**config.mk**
```make
export PLATFORM = sky130hd
export DESIGN_NAME = pc_fetch_sequencer
export DESIGN_NICKNAME = d
export VERILOG_FILES = /design/src/rtl/pc_fetch_sequencer.sv
export SDC_FILE = /design/constraint.sdc
export NUM_CORES = 1
export LEC_CHECK = 0
export CORE_UTILIZATION = 35
export DETAILED_ROUTE_END_ITERATION = 6
export HOLD_SLACK_MARGIN = 0.03
export MAX_ROUTING_LAYER = met4
export SKIP_LAST_GASP = 1
export SYNTH_ARGS = -nofsm -noshare
export SYNTH_HDL_FRONTEND = slang
export SYNTH_SLANG_ARGS = --single-unit
export TNS_END_PERCENT = 20
```
**constraint.sdc**
```tcl
create_clock -name clk -period 2.96 [get_ports clk]
set_input_delay 0.444 -clock clk [delete_from_list [all_inputs] [get_ports clk]]
set_output_delay 0.444 -clock clk [all_outputs]
set_load 0.02 [all_outputs]
```
**src/rtl/pc_fetch_sequencer.sv**
```systemverilog
// Program-counter fetch sequencer: offers the PC over valid/ready,
// steps by STEP on accept and redirects on taken branches.
// Ports: clk, rst (async, high), en, br_taken, br_target,
//   addr_valid, addr_ready, pc, fetch_count, misalign.
// Option: define MISALIGN_TRAP_EN to drop misaligned branch targets
//   and raise the sticky misalign flag.
module pc_fetch_sequencer #(
  parameter int WIDTH      = 32,
  parameter int STEP       = 4,
  parameter int RESET_ADDR = 0,
  parameter int CNT_W      = 16
) (
  input  logic             clk,
  input  logic             rst,
  input  logic             en,
  input  logic             br_taken,
  input  logic [WIDTH-1:0] br_target,
  output logic             addr_valid,
  input  logic             addr_ready,
  output logic [WIDTH-1:0] pc,
  output logic [CNT_W-1:0] fetch_count,
  output logic             misalign
);

  typedef enum logic {
    IDLE,
    FETCH
  } state_t;

  localparam logic [WIDTH-1:0] STEP_W = WIDTH'(STEP);
  localparam logic [WIDTH-1:0] RST_PC = WIDTH'(RESET_ADDR);

  state_t           state_q;
  logic [WIDTH-1:0] pc_q;
  logic [WIDTH-1:0] tgt_q;
  logic [CNT_W-1:0] cnt_q;
  logic             valid_q;
  logic             pend_q;
  logic             mis_q;

  logic             hs;
  logic             bad_tgt;
  logic             br_ok;
  logic [WIDTH-1:0] seq_pc_d;

  assign hs = valid_q & addr_ready;

`ifdef MISALIGN_TRAP_EN
  assign bad_tgt = br_taken &
                   ((br_target & (STEP_W - 1'b1)) != '0);
`else
  assign bad_tgt = 1'b0;
`endif

  assign br_ok = br_taken & ~bad_tgt;

  // A latched branch wins over the sequential step.
  assign seq_pc_d = pend_q ? tgt_q : pc_q + STEP_W;

  always_ff @(posedge clk or posedge rst) begin
    if (rst) begin
      state_q <= IDLE;
      pc_q    <= RST_PC;
      tgt_q   <= '0;
      cnt_q   <= '0;
      valid_q <= 1'b0;
      pend_q  <= 1'b0;
      mis_q   <= 1'b0;
    end else begin
      mis_q <= mis_q | bad_tgt;
      unique case (state_q)
        IDLE: begin
          if (br_ok) pc_q <= br_target;
          if (en) begin
            state_q <= FETCH;
            valid_q <= 1'b1;
          end
        end
        FETCH: begin
          if (hs) begin
            cnt_q  <= cnt_q + 1'b1;
            pend_q <= 1'b0;
            // A strobe in the accept cycle discards the step.
            pc_q   <= br_ok ? br_target : seq_pc_d;
            if (!en) begin
              state_q <= IDLE;
              valid_q <= 1'b0;
            end
          end else if (br_ok) begin
            // Hold pc stable; newest target wins.
            pend_q <= 1'b1;
            tgt_q  <= br_target;
          end
        end
        default: state_q <= IDLE;
      endcase
    end
  end

  assign addr_valid  = valid_q;
  assign pc          = pc_q;
  assign fetch_count = cnt_q;
  assign misalign    = mis_q;

endmodule

```
==> out/summary.txt, run 1 <==
Status: finished clean
NumNets Final: 570
Core area: 12,000 um^2
Most frequent cells in the layout: 85 x clkdlybuf4s50_1, 83 x dfrtp_1, 49 x nand2_1
EDFF count, synth: 0
Critical path class: reg -> reg
Worst R2R End: pc[28]
Clock slew at reported path FFs: 70 ps
Worst setup SP type: flop
Clk sinks: 83
Vias after detailed routing: 3,645
Max_slew headroom: 0.576
Sequential Power Share: 0.402
Cells on worst reg2reg path: 6
Final setup vio count: 0
Post-CTS Setup Repair Bufs: 0
Reg-to-reg startpoint: pc[2]
Die width: 113 um
Clk Latency, worst-skew pair: 340 ps
Drt first pass iters: 5
Max incr delay on CP: 560 ps
Clk pwr share: 0.283
Setup crit end kind: flop
Logic gate share of total power: 0.315
Ports: 87
Die height: 113 um
CTS Buffer Depth: 2
Main synth FF type: dfrtp_1
Worst-path fanout max: 7
Synthesis-stage register bit count: 83
Worst Path Buf+Inv: 0
Slew at the pin closest to its max-slew limit: 631 ps
Sw frac: 0.344
Total global routing overflow: 0
Stages on worst setup path: 6
Cell Chain, Critical Path: ha_1 > and4_1 > or4b_1 > o31a_1 > o31ai_1 > o21ai_0
Layout Skew: 7.80 ps
Post_cts resized: 0
CP Launch Point: pc[2]
Final core occ: 0.479
Switching power: 1.54 mW
Number of port buffers: 85
Highest Clock Rate: 0.403 GHz
Sequential area share after synthesis: 0.481
CTS tree: yes
Htree depth: 3
Most common cell after layout, fill and taps aside: clkdlybuf4s50_1
Yosys warnings: 0
Max-Cap Viols: 0
Kind of cell adding the most delay to the critical path: simple AND/OR/NAND/NOR gates
Post-Place Setup Slack: 541 ps
Die area: 12,800 um^2
1st-iter DRT viols: 198
GPL Wtd Cong: 0.802
Setup TNS: 0 ps
Hold_buf cts: 0
Drt wl/cell: 16.6 um
Synth async-reset ratio: 1.00
Pwr dens: 779 nW/um^2
Largest net degree at the start of global routing: 51
Share of layout cells above drive strength 1: 0.127
Flop2flop setup slack: 480 ps
Fin crit share: 0.839
Final min period: 2480 ps
Post-Syn Nets: 481
FP Rows: 40
Syn-to-layout area delta: 33.2%
Synth Cell Area: 4320 um^2
Mapped Cells: 442
RSZ-0062 raised after global routing: no
Final worst slack: 476 ps
Synth cell types: 47
Vias in the first global route: 3,649
Detailed Place HPWL: 7870 um
Internal power: 2.94 mW
Initial Util: 0.360
Post-synth top area share: 0.481
Max-slew violations: 0
Final hold vios: 0
Worst IR drop on VDD: 0.000397 V
Critical Path Sink: pc[28]
Antenna Violating Nets Remaining: 0
# diodes: 0
Detailed Route WL: 11,400 um
Crit path DAT: 2690 ps
Syn Area/Cell: 9.78 um^2
Num CTS Buffers: 9
First-pass GRT wire length: 19,000 um
Area leader, netlist: dfrtp_1
Initial antenna violation count: 0
Min-delay worst type: in -> async
Total power: 4.48 mW
Critical path's slowest cell: or4b_1
CTS root buffer: clkbuf_16
Synth top area cells: dfrtp_1 48%, mux2_2 8.3%, xnor2_1 4.9%
Critical Path RT: 3170 ps
Avg Vias per Cell: 5.34
Overall routing resource usage: 0.196
Leakage: 2.31 nW
Residual DRC count: 0
[synth_stat cells, types with 3 or more instances]
| cell type | number |
|---|---|
| a21oi_1 | 17 |
| a221oi_1 | 18 |
| a31oi_1 | 4 |
| and3_1 | 6 |
| clkbuf_1 | 18 |
| dfrtp_1 | 83 |
| inv_1 | 12 |
| mux2_2 | 32 |
| mux2i_1 | 4 |
| nand2_1 | 49 |
| nand2b_1 | 5 |
| nand3_1 | 21 |
| nand4_1 | 8 |
| nor2_1 | 43 |
| nor3_1 | 11 |
| nor4_1 | 4 |
| o21ai_0 | 27 |
| o21ai_1 | 5 |
| o22ai_1 | 4 |
| or3_1 | 3 |
| xnor2_1 | 24 |
| xor2_1 | 13 |
[per-stage QoR]
step	area (um^2)	hold slack, ps	instances
2_1_floorplan	4320	450	442
3_3_place_gp	5420	463	667
3_5_place_dp	5420	468	667
4_1_cts	5760	480	683
5_1_grt	5760	510	683
6_report	5760	475	683
[worst min path at each step]
| stage | end | slack [ps] | cells past startpoint |
|---|---|---|---|
| final | tgt_q[8] | 470 | 2 |
| after global routing | fetch_count[13] | 510 | 1 |
| after CTS | fetch_count[15] | 480 | 1 |
| after detailed placement | fetch_count[15] | 470 | 1 |
| after global placement | fetch_count[15] | 460 | 1 |
| after floorplan | tgt_q[5] | 450 | 2 |
[power groups by stage]
stage	Combinational [mW]	Sequential (mW)	Clock (mW)
floorplan	0.526	1.99	0
global placement	1.40	1.81	0
detailed placement	1.42	1.82	0
CTS	1.43	1.80	1.29
global route	1.53	1.85	1.33
finish	1.41	1.80	1.27
[metal layers]
layer | share of wire | vias to the layer above | global-route usage
met4 | 0.013 | 0 | 0.0719
met5 | 0 | - | -
met2 | 0.47 | 102 | 0.304
li1 | - | 1756 | -
met1 | 0.47 | 1774 | 0.256
met3 | 0.051 | 13 | 0.0359
[cells by family after synthesis]
family	synth area share
other	0.000868
and+or+nand+nor	0.184
muxes	0.0926
xor gates and xnor gates	0.0750
buffers and inverters	0.0316
DFF	0.481
AOI/OAI and AO/OA	0.130
adders and majority gates	0.00579
[area by class of cell]
cell class	count	area, um^2
Fill cell	1157	6250
Timing Repair Buffer	99	993
Inverter	12	46.3
Clock buffer	11	253
Clock inverter	5	83.8
Multi-Input combinational cell	326	2120
Sequential cell	83	2080
Tap cell	147	184
[worst reg2reg max path: cells and delay by family (launching register included)]
family	cells	cell delay, ps
and+or+nand+nor	2	830
AOI/OAI and AO/OA	3	660
DFF	1	500
adders and majority gates	1	360
[registers in the layout, indices dropped and copies added (netlist names)]
register,cells
pend_q,1
pc,32
fetch_count,16
tgt_q,32
state_q,1
addr_valid,1
(Power assumes the default switching activity.)
==> run 2, diff against run 1 <==
==> constraint.sdc (replaced) <==
create_clock -name clk -period 2.3 [get_ports clk]
set_input_delay 0.345 -clock clk [delete_from_list [all_inputs] [get_ports clk]]
set_output_delay 0.345 -clock clk [all_outputs]
set_load 0.02 [all_outputs]
==> out/summary.txt, run 2 (same netlist as run 1, synthesis figures left out) <==
Drt wl/cell: 16.7 um (was 16.6 um)
Die width: 113 um (unchanged)
Fin crit share: 0.909 (was 0.839)
CTS root buffer: clkbuf_16 (unchanged)
FP Rows: 40 (unchanged)
Worst R2R End: pc[28] (unchanged)
# diodes: 0 (unchanged)
Final worst slack: 208 ps (was 476 ps)
Pwr dens: 981 nW/um^2 (was 779 nW/um^2)
Final setup vio count: 0 (unchanged)
Residual DRC count: 0 (unchanged)
Initial antenna violation count: 0 (unchanged)
Initial Util: 0.360 (unchanged)
Total global routing overflow: 0 (unchanged)
Num CTS Buffers: 9 (unchanged)
Overall routing resource usage: 0.199 (was 0.196)
Avg Vias per Cell: 5.31 (was 5.34)
Worst setup SP type: flop (unchanged)
Syn-to-layout area delta: 35.0% (was 33.2%)
Post-Place Setup Slack: 178 ps (was 541 ps)
Sw frac: 0.345 (was 0.344)
Final hold vios: 0 (unchanged)
Share of layout cells above drive strength 1: 0.147 (was 0.127)
Reg-to-reg startpoint: pc[3] (was pc[2])
Die height: 113 um (unchanged)
Most common cell after layout, fill and taps aside: clkdlybuf4s50_1 (unchanged)
Hold_buf cts: 0 (unchanged)
First-pass GRT wire length: 19,400 um (was 19,000 um)
Clock slew at reported path FFs: 60 ps (was 70 ps)
Min-delay worst type: in -> async (unchanged)
1st-iter DRT viols: 154 (was 198)
Critical Path RT: 2520 ps (was 3170 ps)
Max incr delay on CP: 490 ps (was 560 ps)
Ports: 87 (unchanged)
Critical path's slowest cell: or4b_1 (unchanged)
Final min period: 2090 ps (was 2480 ps)
Cell Chain, Critical Path: ha_1 > and4_1 > or4b_1 > o31a_1 > o31ai_1 > o21ai_0 (unchanged)
Clk pwr share: 0.261 (was 0.283)
Slew at the pin closest to its max-slew limit: 593 ps (was 631 ps)
Worst Hold Margin: 429 ps (was 475 ps)
Number of port buffers: 85 (unchanged)
Final core occ: 0.486 (was 0.479)
Crit path DAT: 2310 ps (was 2690 ps)
Max_slew headroom: 0.604 (was 0.576)
Drt first pass iters: 4 (was 5)
Die area: 12,800 um^2 (unchanged)
Logic gate share of total power: 0.347 (was 0.315)
Core area: 12,000 um^2 (unchanged)
Most frequent cells in the layout: 85 x clkdlybuf4s50_1, 83 x dfrtp_1, 49 x nand2_1 (unchanged)
Sequential Power Share: 0.393 (was 0.402)
Clk sinks: 83 (unchanged)
Max-Cap Viols: 0 (unchanged)
Worst IR drop on VDD: 0.000380 V (was 0.000397 V)
Vias after detailed routing: 3,702 (was 3,645)
Post_cts resized: 0 (unchanged)
Htree depth: 3 (unchanged)
Post-CTS Setup Repair Bufs: 0 (unchanged)
GPL Wtd Cong: 0.803 (was 0.802)
Worst-path fanout max: 3 (was 7)
Clk Latency, worst-skew pair: 340 ps (about the same)
Switching power: 1.97 mW (was 1.54 mW)
Status: finished clean (unchanged)
Max-slew violations: 0 (unchanged)
Highest Clock Rate: 0.478 GHz (was 0.403 GHz)
Total power: 5.72 mW (was 4.48 mW)
Flop2flop setup slack: 210 ps (was 480 ps)
Setup TNS: 0 ps (unchanged)
CTS tree: yes (unchanged)
Internal power: 3.75 mW (was 2.94 mW)
Layout Skew: 5.70 ps (was 7.80 ps)
Setup crit end kind: flop (unchanged)
RSZ-0062 raised after global routing: no (unchanged)
Leakage: 2.37 nW (was 2.31 nW)
Detailed Route WL: 11,700 um (was 11,400 um)
CTS Buffer Depth: 2 (unchanged)
Antenna Violating Nets Remaining: 0 (unchanged)
Vias in the first global route: 3,747 (was 3,649)
Detailed Place HPWL: 8370 um (was 7870 um)
Largest net degree at the start of global routing: 51 (unchanged)
NumNets Final: 584 (was 570)
Critical path class: reg -> reg (unchanged)
Cells on worst reg2reg path: 6 (unchanged)
[run 2: changes by cell type in the layout (fill, tap and decap cells not counted), sizes merged]
cell	delta
clkinvlp	-1
clkbuf	+1
inv	-1
buf	+14
bufinv	-1
clkinv	+2
[run 2: how the worst max path moves through the flow]
stage | endpoint | slack, ps | depth (start not counted) | start
after global placement | fetch_count[10] | 220 | 5 | addr_ready
final | pc[28] | 210 | 6 | pc[3]
after CTS | pc[28] | 220 | 6 | pc[3]
after detailed placement | pc[25] | 180 | 7 | addr_ready
after global routing | pc[28] | 90 | 7 | pc[3]
after floorplan | pc[28] | 110 | 6 | pc[2]
[run 2: power groups by stage]
| stage | Sequential [mW] | Clock [mW] | Combinational (mW) |
|---|---|---|---|
| 2_1_floorplan | 2.57 | 0 | 0.677 |
| 3_3_place_gp | 2.26 | 0 | 1.96 |
| 3_5_place_dp | 2.28 | 0 | 1.99 |
| 4_1_cts | 2.25 | 1.51 | 2.00 |
| 5_1_grt | 2.32 | 1.58 | 2.14 |
| 6_report | 2.25 | 1.49 | 1.98 |
[run 2: layer usage]
layer | share of wire | track usage | vias up
met5 | 0 | - | -
met4 | 0.024 | 0.0842 | 0
met3 | 0.032 | 0.0252 | 21
met2 | 0.49 | 0.323 | 75
met1 | 0.46 | 0.252 | 1813
li1 | - | - | 1793
[run 2: cell type report]
type	count	area, um^2
fillers	1119	6180
multi-input cells	326	2120
flip-flops and latches	83	2080
repair buffers	113	1100
clock buffers	12	256
well taps	147	184
clock inverters	4	48.8
inverters	12	48.8
[run 2: critical path: cells and delay by family, from the launching register on]
kind            cells  cell delay [ps]
simple gates        2              730
fa+ha+maj           1              230
compound gates      3              660
flops               1              360
[run 2: stage by stage]
| step | cells | cell area, um^2 |
|---|---|---|
| after global placement | 681 | 5530 |
| after detailed placement | 681 | 5530 |
| final | 697 | 5830 |
| after floorplan | 442 | 4330 |
| after global routing | 697 | 5830 |
| after CTS | 697 | 5830 |
==> run 3, diff against run 2 <==
--- a/config.mk
+++ b/config.mk
@@ -6,9 +6,11 @@
 export NUM_CORES = 1
 export LEC_CHECK = 0
 export CORE_UTILIZATION = 35
+export CTS_CLUSTER_DIAMETER = 50
 export DETAILED_ROUTE_END_ITERATION = 6
 export HOLD_SLACK_MARGIN = 0.03
 export MAX_ROUTING_LAYER = met4
+export PLACE_DENSITY = 0.59
 export SKIP_LAST_GASP = 1
 export SYNTH_ARGS = -nofsm -noshare
 export SYNTH_HDL_FRONTEND = slang
==> out/summary.txt, run 3 (same netlist as run 1, synthesis figures left out) <==
Status: finished clean (unchanged)
Die height: 113 um (unchanged)
Fin crit share: 0.903 (was 0.909)
GPL Wtd Cong: 0.793 (was 0.803)
Final setup vio count: 0 (unchanged)
Residual DRC count: 0 (unchanged)
Worst setup SP type: flop (unchanged)
Most common cell after layout, fill and taps aside: clkdlybuf4s50_1 (unchanged)
Vias in the first global route: 3,669 (was 3,747)
Share of layout cells above drive strength 1: 0.144 (was 0.147)
Critical path class: reg -> reg (unchanged)
Drt first pass iters: 4 (unchanged)
Htree depth: 3 (unchanged)
Final hold vios: 0 (unchanged)
Fillers: 1,147 (was 1,119)
CTS Buffer Depth: 2 (unchanged)
CTS tree: yes (unchanged)
Setup TNS: 0 ps (unchanged)
Detailed Place HPWL: 7960 um (was 8370 um)
Number of port buffers: 85 (unchanged)
Highest Clock Rate: 0.482 GHz (was 0.478 GHz)
Setup crit end kind: flop (unchanged)
Critical Path RT: 2530 ps (was 2520 ps)
# diodes: 0 (unchanged)
CTS root buffer: clkbuf_16 (unchanged)
Num CTS Buffers: 9 (unchanged)
Worst IR drop on VDD: 0.000450 V (was 0.000380 V)
Initial Util: 0.360 (unchanged)
Max-Cap Viols: 0 (unchanged)
1st-iter DRT viols: 194 (was 154)
RSZ-0062 raised after global routing: no (unchanged)
Syn-to-layout area delta: 34.7% (was 35.0%)
Worst Path Buf+Inv: 0 (unchanged)
Max-slew violations: 0 (unchanged)
Avg Vias per Cell: 5.33 (was 5.31)
Clk Latency, worst-skew pair: 340 ps (about the same)
Core area: 12,000 um^2 (unchanged)
Hold_buf cts: 0 (unchanged)
Critical path's slowest cell: or4b_1 (unchanged)
Drt wl/cell: 16.7 um (about the same)
First-pass GRT wire length: 19,100 um (was 19,400 um)
Clk sinks: 83 (unchanged)
Worst-path fanout max: 5 (was 3)
Worst Hold Margin: 471 ps (was 429 ps)
Most frequent cells in the layout: 85 x clkdlybuf4s50_1, 83 x dfrtp_1, 49 x nand2_1 (unchanged)
Die area: 12,800 um^2 (unchanged)
Post_cts resized: 0 (unchanged)
Clock slew at reported path FFs: 60 ps (about the same)
Pwr dens: 979 nW/um^2 (was 981 nW/um^2)
Leakage: 2.35 nW (was 2.37 nW)
Vias after detailed routing: 3,700 (was 3,702)
Ports: 87 (unchanged)
Final min period: 2080 ps (was 2090 ps)
Detailed Route WL: 11,600 um (was 11,700 um)
NumNets Final: 581 (was 584)
Die width: 113 um (unchanged)
Layout Skew: 5.97 ps (was 5.70 ps)
Crit path DAT: 2300 ps (was 2310 ps)
Min-delay worst type: in -> async (unchanged)
Initial antenna violation count: 0 (unchanged)
Max incr delay on CP: 500 ps (was 490 ps)
FP Rows: 40 (unchanged)
Overall routing resource usage: 0.196 (was 0.199)
Largest net degree at the start of global routing: 84 (was 51)
Kind of cell adding the most delay to the critical path: simple AND/OR/NAND/NOR gates (unchanged)
Total global routing overflow: 0 (unchanged)
Cell Chain, Critical Path: ha_1 > and4_1 > or4b_1 > o31a_1 > o31ai_1 > o21ai_0 (unchanged)
Post-CTS Setup Repair Bufs: 0 (unchanged)
Antenna Violating Nets Remaining: 0 (unchanged)
==> run 3: cell count changes in the layout (fill, tap and decap cells not counted), sizes merged <==
cell      before  now
inv           11   12
clkbuf        12    9
clkinv         3    4
clkinvlp       1    2
buf           28   25
==> run 3: worst paths after layout <==
path | cells past startpoint | startpoint | slack (ps) | to
setup / recovery | 6 | pc[2] | 220 | pc[28]
hold / removal | 3 | rst | 470 | pc[1]
setup reg to reg | 6 | pc[2] | 220 | pc[28]
hold reg to reg | 1 | fetch_count[15] | 470 | fetch_count[15]
max in group asynchronous | 3 | rst | 1470 | tgt_q[29]
min in group clk | 1 | fetch_count[15] | 470 | fetch_count[15]
==> run 3: cell type report <==
type | instances | area, um^2 | share of cell area
clock inverters | 7 | 77.6 | 0.0133
inverters | 12 | 48.8 | 0.00838
well taps | 147 | 184 | 0.0316
flip-flops and latches | 83 | 2080 | 0.357
multi-input cells | 326 | 2120 | 0.364
clock buffers | 9 | 225 | 0.0387
repair buffers | 110 | 1090 | 0.187
==> run 3: per-layer routing <==
layer,share of wire,vias to the layer above,GRT usage
li1,-,1789,-
met1,0.46,1817,0.261
met2,0.48,83,0.303
met3,0.046,11,0.0354
met4,0.012,0,0.0667
met5,0,-,-
==> run 3: per-stage QoR <==
step / setup WS, ps / cell area (um^2) / total power, mW / util / std cells
6_report: 224 / 5820 / 5.70 / 0.485 / 694
3_3_place_gp: 197 / 5520 / 4.22 / 0.459 / 678
5_1_grt: 67.3 / 5820 / 6.01 / 0.485 / 694
3_5_place_dp: 185 / 5520 / 4.26 / 0.459 / 678
2_1_floorplan: 109 / 4330 / 3.24 / - / 442
4_1_cts: 225 / 5820 / 5.75 / 0.485 / 694
==> run 3: power by group <==
part / internal (mW) / total, mW / switching, mW / leakage [nW]
combinational: 1.04 / 1.99 / 0.950 / 1.19
clock: 0.849 / 1.47 / 0.622 / 0.146
sequential: 1.81 / 2.24 / 0.432 / 1.02
==> run 3: worst min-delay path: stages <==
cell,delay (ps)
clkdlybuf4s50_1,440
clkinvlp_4,100
buf_12,350
